--- src/rtl/hazard_ctrl.sv ---
// Hazard control for the decode-to-execute pipeline register. Tracks shadow
// copies of the memory and writeback stages, selects operand forwarding for
// the execute instruction, runs the load-use stall FSM and counts stall cycles.
module hazard_ctrl #(
  parameter int REGISTER_SIZE = 6,
  parameter int LOAD_STALL    = 1,
  parameter int CNT_WIDTH     = 16
) (
  input  logic                     CLK,
  input  logic                     RST_N,
  input  logic [REGISTER_SIZE-1:0] RsD,
  input  logic [REGISTER_SIZE-1:0] RtD,
  input  logic                     UsesRsD,
  input  logic                     UsesRtD,
  input  logic                     ValidD,
  input  logic [REGISTER_SIZE-1:0] RsE,
  input  logic [REGISTER_SIZE-1:0] RtE,
  input  logic                     ValidE,
  input  logic                     RegWriteE,
  input  logic                     MemtoRegE,
  input  logic [REGISTER_SIZE-1:0] WriteRegE,
  input  logic                     FlushReq,
  output logic                     StallF,
  output logic                     StallD,
  output logic                     FlushE,
  output logic [1:0]               ForwardAE,
  output logic [1:0]               ForwardBE,
  output logic [CNT_WIDTH-1:0]     StallCount
);

  typedef enum logic [0:0] {
    IDLE  = 1'b0,
    STALL = 1'b1
  } state_t;

  localparam logic [1:0] LS_M1   = 2'(LOAD_STALL - 1);
  localparam logic       MULTI   = (LOAD_STALL > 1);
  localparam logic [REGISTER_SIZE-1:0] REG_ZERO = {REGISTER_SIZE{1'b0}};
  localparam logic [CNT_WIDTH-1:0]     CNT_MAX  = {CNT_WIDTH{1'b1}};
  localparam logic [CNT_WIDTH-1:0]     CNT_ONE  = {{(CNT_WIDTH-1){1'b0}}, 1'b1};

  state_t                   state_q, state_d;
  logic [1:0]               cnt_q, cnt_d;
  logic [CNT_WIDTH-1:0]     stall_cnt_q;

  // Shadow memory-stage entry
  logic                     m_valid_q, m_wr_q, m_load_q;
  logic [REGISTER_SIZE-1:0] m_dst_q;
  // Shadow writeback-stage entry (load flag not needed past memory)
  logic                     w_valid_q, w_wr_q;
  logic [REGISTER_SIZE-1:0] w_dst_q;

  logic                     load_use_s;
  logic                     stall_s, flush_s;
  logic [1:0]               fwd_a_s, fwd_b_s;

  // Forward select for one execute source: memory result beats writeback.
  function automatic logic [1:0] fwd_sel(input logic [REGISTER_SIZE-1:0] src,
                                         input logic valid_e);
    logic [1:0] sel;
    sel = 2'b00;
    if (src != REG_ZERO) begin
      if (valid_e && m_valid_q && m_wr_q && !m_load_q && (m_dst_q == src)) begin
        sel = 2'b10;
      end else if (w_valid_q && w_wr_q && (w_dst_q == src)) begin
        sel = 2'b01;
      end else begin
        sel = 2'b00;
      end
    end else begin
      sel = 2'b00;
    end
    return sel;
  endfunction

  // Shadow pipeline advances every edge, independent of stalls.
  always_ff @(posedge CLK) begin
    if (!RST_N) begin
      m_valid_q <= 1'b0;
      m_wr_q    <= 1'b0;
      m_load_q  <= 1'b0;
      m_dst_q   <= REG_ZERO;
      w_valid_q <= 1'b0;
      w_wr_q    <= 1'b0;
      w_dst_q   <= REG_ZERO;
    end else begin
      m_valid_q <= ValidE;
      m_wr_q    <= RegWriteE;
      m_load_q  <= MemtoRegE;
      m_dst_q   <= WriteRegE;
      w_valid_q <= m_valid_q;
      w_wr_q    <= m_wr_q;
      w_dst_q   <= m_dst_q;
    end
  end

  // Load-use detect: decode reads the destination of a load sitting in execute.
  always_comb begin
    load_use_s = 1'b0;
    if (ValidD && ValidE && RegWriteE && MemtoRegE && (WriteRegE != REG_ZERO)) begin
      load_use_s = (UsesRsD && (RsD == WriteRegE)) || (UsesRtD && (RtD == WriteRegE));
    end else begin
      load_use_s = 1'b0;
    end
  end

  // Stall FSM next state; a redirect always wins and clears any pending stall.
  always_comb begin
    state_d = state_q;
    cnt_d   = cnt_q;
    stall_s = 1'b0;
    flush_s = 1'b0;
    if (FlushReq) begin
      flush_s = 1'b1;
      state_d = IDLE;
      cnt_d   = 2'd0;
    end else begin
      case (state_q)
        IDLE: begin
          if (load_use_s) begin
            stall_s = 1'b1;
            flush_s = 1'b1;
            cnt_d   = LS_M1;
            state_d = MULTI ? STALL : IDLE;
          end else begin
            state_d = IDLE;
          end
        end
        STALL: begin
          stall_s = 1'b1;
          flush_s = 1'b1;
          cnt_d   = cnt_q - 2'd1;
          state_d = (cnt_q == 2'd1) ? IDLE : STALL;
        end
        default: begin
          state_d = IDLE;
          cnt_d   = 2'd0;
        end
      endcase
    end
  end

  // FSM state and bubble counter registers.
  always_ff @(posedge CLK) begin
    if (!RST_N) begin
      state_q <= IDLE;
      cnt_q   <= 2'd0;
    end else begin
      state_q <= state_d;
      cnt_q   <= cnt_d;
    end
  end

  // Output drive: everything held quiet while reset is asserted.
  always_comb begin
    fwd_a_s = fwd_sel(RsE, ValidE);
    fwd_b_s = fwd_sel(RtE, ValidE);
    if (RST_N) begin
      StallF    = stall_s;
      StallD    = stall_s;
      FlushE    = flush_s;
      ForwardAE = fwd_a_s;
      ForwardBE = fwd_b_s;
    end else begin
      StallF    = 1'b0;
      StallD    = 1'b0;
      FlushE    = 1'b0;
      ForwardAE = 2'b00;
      ForwardBE = 2'b00;
    end
  end

  // Saturating count of cycles with the fetch stage held.
  always_ff @(posedge CLK) begin
    if (!RST_N) begin
      stall_cnt_q <= {CNT_WIDTH{1'b0}};
    end else if (StallF && (stall_cnt_q != CNT_MAX)) begin
      stall_cnt_q <= stall_cnt_q + CNT_ONE;
    end else begin
      stall_cnt_q <= stall_cnt_q;
    end
  end

  assign StallCount = stall_cnt_q;

endmodule

--- config.mk ---
export PLATFORM = sky130hd
export DESIGN_NAME = hazard_ctrl
export DESIGN_NICKNAME = d
export VERILOG_FILES = /design/src/rtl/hazard_ctrl.sv
export SDC_FILE = /design/constraint.sdc
export NUM_CORES = 1
export LEC_CHECK = 0
export BUFFER_PORTS_ARGS = -buffer_cell sky130_fd_sc_hd__buf_2
export CELL_PAD_IN_SITES_DETAIL_PLACEMENT = 1
export CELL_PAD_IN_SITES_GLOBAL_PLACEMENT = 2
export CORE_MARGIN = 3
export CORE_UTILIZATION = 31
export DETAILED_ROUTE_END_ITERATION = 16
export GPL_ROUTABILITY_DRIVEN = 0
export GPL_TIMING_DRIVEN = 0
export PLACE_DENSITY = 0.9
export SLEW_MARGIN = 20
export SYNTH_ARGS = -nofsm -noshare
export SYNTH_HDL_FRONTEND = slang
export SYNTH_SLANG_ARGS = --single-unit
--- constraint.sdc ---
create_clock -name CLK -period 5.4 [get_ports CLK]
set_clock_uncertainty 0.1 [all_clocks]
set_input_delay 0.54 -clock CLK [delete_from_list [all_inputs] [get_ports CLK]]
set_output_delay 0.54 -clock CLK [all_outputs]
set_load 0.02 [all_outputs]
# After elaboration in Yosys (flattened, before gate mapping)

Index checks and enable logic that the tools add are counted.

Register bits after elaboration: 36
Bits in latches: 0
Memory bits (writable): 0
Bits in read-only memories: 0
Input bits: 39
Output and inout bits: 23
Logic and storage cells: 63
Memories: 0

Add/sub/neg operators: 2
$mul: 0
Div/mod/pow operators: 0
Order comparisons: 0
Equality and inequality tests: 9
Shift operators: 0
Mux-type cells: 19
Bitwise gates (word level): 2
Reductions and logical operators: 21

Operator list:

| operator                                            | number |
|---|---|
| equality test 6 bit                                 | 6 |
| nonzero test 6 bit                                  | 3 |
| adder 16 x 1 -> 16 bit, second input constant       | 1 |
| != test 16 bit, second input constant               | 1 |
| logical AND 1 bit                                   | 15 |
| 2-to-1 mux 2 bit                                    | 7 |
| 2-to-1 mux 1 bit                                    | 9 |
| case mux 1 bit (2 select lines)                     | 2 |
| case mux 2 bit (2 select lines)                     | 1 |
| equality test 2 x 1 -> 1 bit, second input constant | 1 |
| != test 2 bit, second input constant                | 1 |
| NOT 1 bit                                           | 2 |
| OR reduction 2 bit                                  | 1 |
| subtractor 2 x 1 -> 2 bit, second input constant    | 1 |
| logical NOT 1 bit                                   | 1 |
| logical OR 1 bit                                    | 1 |

# Depth between registers and ports, before layout

Word-level depth: 10
Mapped depth: 8
Mapped depth without buffers: 7

# Worst setup path before layout

OpenSTA, ideal clock, no wires.

Path kind: input -> output
Start point: in WriteRegE[2]
End point: out StallF
Data arrival time: 1.790 ns
Required time: 4.760 ns
Setup slack: 2.970 ns
Cell stages on the path: 6
Buffers on the path: 1
Cell sequence: xnor2_1 nand4_1 o22a_1 o21a_1 nor2_1 buf_4

Word-level cells in the longest chain between the ends: 8
Elaborated cells on any way between the ends: 12
Classes of those cells: eq/ne: 2; mux: 5; reduce/logical: 5

Ends and longest elaborated chain:

| item                              | line | RTL |
|---|---|---|
| start: declaration                | 21   | `input logic [REGISTER_SIZE-1:0] WriteRegE,` |
| equality test 6 bit               | 101  | `load_use_s = (UsesRsD && (RsD == WriteRegE)) \|\| (UsesRtD && (RtD == WriteRegE));` |
| logical AND 1 bit                 | 101  |  |
| logical OR 1 bit                  | 101  |  |
| 2-to-1 mux 1 bit *                | 100  | `if (ValidD && ValidE && RegWriteE && MemtoRegE && (WriteRegE != REG_ZERO)) begin` |
| 2-to-1 mux 1 bit *                | 120  | `if (load_use_s) begin` |
| case mux 1 bit (2 select lines) * | 118  | `case (state_q)` |
| 2-to-1 mux 1 bit *                | 113  | `if (FlushReq) begin` |
| 2-to-1 mux 1 bit *                | -    |  |
| end: declaration                  | 23   | `output logic StallF,` |

Mark *: on every way between the ends. The rest lies on a longest branch, timed or not.

# Worst setup path in the final report

Start point: in WriteRegE[0]
End point: out StallF

Word-level cells in the longest chain between the ends: 8
Elaborated cells on any way between the ends: 12
Classes of those cells: eq/ne: 2; mux: 5; reduce/logical: 5

Ends and longest elaborated chain:

| item                              | line | RTL |
|---|---|---|
| equality test 6 bit               | 101  |  |
| logical AND 1 bit                 | 101  |  |
| logical OR 1 bit                  | 101  |  |
| 2-to-1 mux 1 bit *                | 100  |  |
| 2-to-1 mux 1 bit *                | 120  |  |
| case mux 1 bit (2 select lines) * | 118  |  |
| 2-to-1 mux 1 bit *                | 113  |  |
| 2-to-1 mux 1 bit *                | 158  | `if (RST_N) begin` |

Marks and branches as above.

==> impl_results.md <==
* CTS Buf Count at 5
* Via count at 1735
* Post-Syn Area at approximately 1900 um^2
* Netlist cell types at 40
* Slowest cell on crit path: o21a_1
* Status: complete, no violations
* Leak pwr at 0.000996 uW
* Syn_area_per_cell at 9.06 um^2
* DR vias/cell at 4.94
* Relative slew slack at 0.656
* Post-cts resize count at 0
* Tcrit/Tclk final at 0.476
* Least-Margin Pin Slew at 0.516 ns
* Routed wire length per instance at 14.7 um
* PwrDens at about 220 nW/um^2
* Unrepaired setup endpoints after global routing: false
* Minimum clock period after layout at 2.57 ns
* Iteration-0 DRC Markers at 31
* Setup violators final at 0
* DRC at 0
* Crit-path max cell delay at 0.27 ns
* H-tree depth at 2
* Final Hold Viols at 0
* Nets at 319
* Met3 usage at 0.0255
* Worst EP required at between 4 and 5 ns
* Worst Setup Path Type: in -> out
* Filler Cells Inserted at 702
* GR Util met2 at 0.246
* Maximum vdd ir drop at around 90 uV
* CTS tree: yes
* Hold WC Path Type: reg -> reg
* Yosys warns at 0
* Slew Limit Fails at 0
* Final Util at 0.418
* Total wire length at a little over 5 mm
* CP max FO at 8
* CP startpoint kind: input pin
* Hold buffers post-CTS at 0
* CTS clk-pin slew, worst paths at approximately 0.080 ns
* # Max-Cap Violations at 0
* Mapped Cells at 210
* First drt pass iteration count at 4
* Die X at 84.4 um
* Setup bufs post-CTS at 0
* Most common cell after layout, fill and taps aside: buf_2
* Clk sinks at 36
* Synth-to-layout area growth at 25.4%
* Initial Utilization at 0.333
* Clock Tree Buf Depth at 2
* Async SR Flop Fraction at 0
* Peak Freq at 0.389 GHz
* Share of layout cells above drive strength 1 at 0.265
* Worst skew pair latency at around 0.28 ns
* Most Used Layer, Global Route: met2
* GRT Total Usage at 0.144
* Worst path top cell family by delay: compound AO/OA/AOI/OAI gates
* Critical path capture point type: output port
* Critical path arrival at 1.93 ns
* Die H at 84.4 um
* Setup TNS at 0 ns
* Most frequent cells in the layout: buf_2, dfxtp_1, xnor2_1
* Initial antenna violation count at 0
* Die footprint at around 7000 um^2
* Core Footprint at 5710 um^2
* Top_reg_cell synth: dfxtp_1
* Vias in the first global route at 1730
* # rows at 27
* First-pass GRT wire length at between 8 and 9 mm
* Crit path buffers/inverters at 3
* Number of port buffers at 61
* # diodes at 0
* Post-Syn Nets at 251
* Antenna Violating Nets Remaining at 0
* Seq/Total Area, Yosys at 0.379
* Met1 usage at 0.189
* #FFs+latches synth at 36
* DPL Wire Length at 4.25 mm
* I/O pin count at 62
* Root buffer cell: clkbuf_8
* Global route overflow at 0
* Largest net degree at the start of global routing at 13
* Post-synth EDFFs at 0
* Critical Path Most Common Cell: buf_2
* Crit-path cells: buf_2 -> xnor2_1 -> nand4_1 -> o22a_1 -> o21a_1 -> nor2_1 -> buf_4 -> buf_2
## kinds of logic after synthesis
family / share of synthesized area
xor gates and xnor gates: 0.184
and+or+nand+nor: 0.279
muxes: 0.0158
buffers and inverters: 0.0243
adders and majority gates: 0.0131
DFF: 0.379
AOI/OAI and AO/OA: 0.105
## stage by stage
step	total power (uW)	worst slack (ns)	hold WS, ns	instances	instance area, um^2
after floorplan	314	2.97	0.330	210	1900
after global placement	344	2.79	0.343	343	2300
after detailed placement	346	2.73	0.350	343	2300
after CTS	536	2.81	0.370	351	2390
after global routing	555	2.65	0.387	351	2390
final	524	2.83	0.366	351	2390
## synth_stat cells, types with 4 or more instances
master    count  area (um^2)
o31ai_1       4         30.0
nand4_1       8         50.1
and2_1       18          113
and3_1        6         37.5
clkbuf_1      4         15.0
a21oi_1       7         35.0
nor4_1        6         37.5
nor3_1        4         20.0
nor2_1       11         41.3
or4_1         4         30.0
xnor2_1      26          228
inv_1         5         18.8
xor2_1       14          123
nand3_1      12         60.1
dfxtp_1      36          721
nand2_1      10         37.5
## layer usage
layer  share of wire  wire length (um)
met1            0.47              2450
met2            0.48              2480
met3           0.039               201
met4          0.0045                23
met5               0                 0
## path summary, 6_finish.rpt
kind / start / end / slack (ns) / cells after the start
hold reg to reg: m_valid_q / w_valid_q / 0.37 / 1
setup / recovery: WriteRegE[0] / StallF / 2.83 / 8
setup reg to reg: StallCount[7] / StallCount[15] / 3.16 / 7
hold / removal: m_valid_q / w_valid_q / 0.37 / 1
## layout make-up
class / instances / area [um^2] / area share
multi-input combinational: 163 / 1140 / 0.476
sequential: 36 / 721 / 0.302
timing repair buffer: 61 / 305 / 0.128
tap: 72 / 90.1 / 0.0378
clock buffer: 5 / 68.8 / 0.0288
buffer: 6 / 27.5 / 0.0115
clock inverter: 3 / 18.8 / 0.00787
inverter: 5 / 18.8 / 0.00787
## state kept, by name, indices dropped and copies added (netlist names)
name        cells
cnt_q           2
m_load_q        1
m_dst_q         6
StallCount     16
state_q         1
m_valid_q       1
w_valid_q       1
w_wr_q          1
w_dst_q         6
m_wr_q          1
## power breakdown
group          leakage, uW  internal [uW]  total (uW)  switching [uW]
clock network    0.0000479           89.8         185            95.6
logic             0.000654           30.9        62.7            31.8
registers         0.000294            271         276            4.59
total             0.000996            392         524             132
No activity file was read; power rests on OpenSTA's default activity.
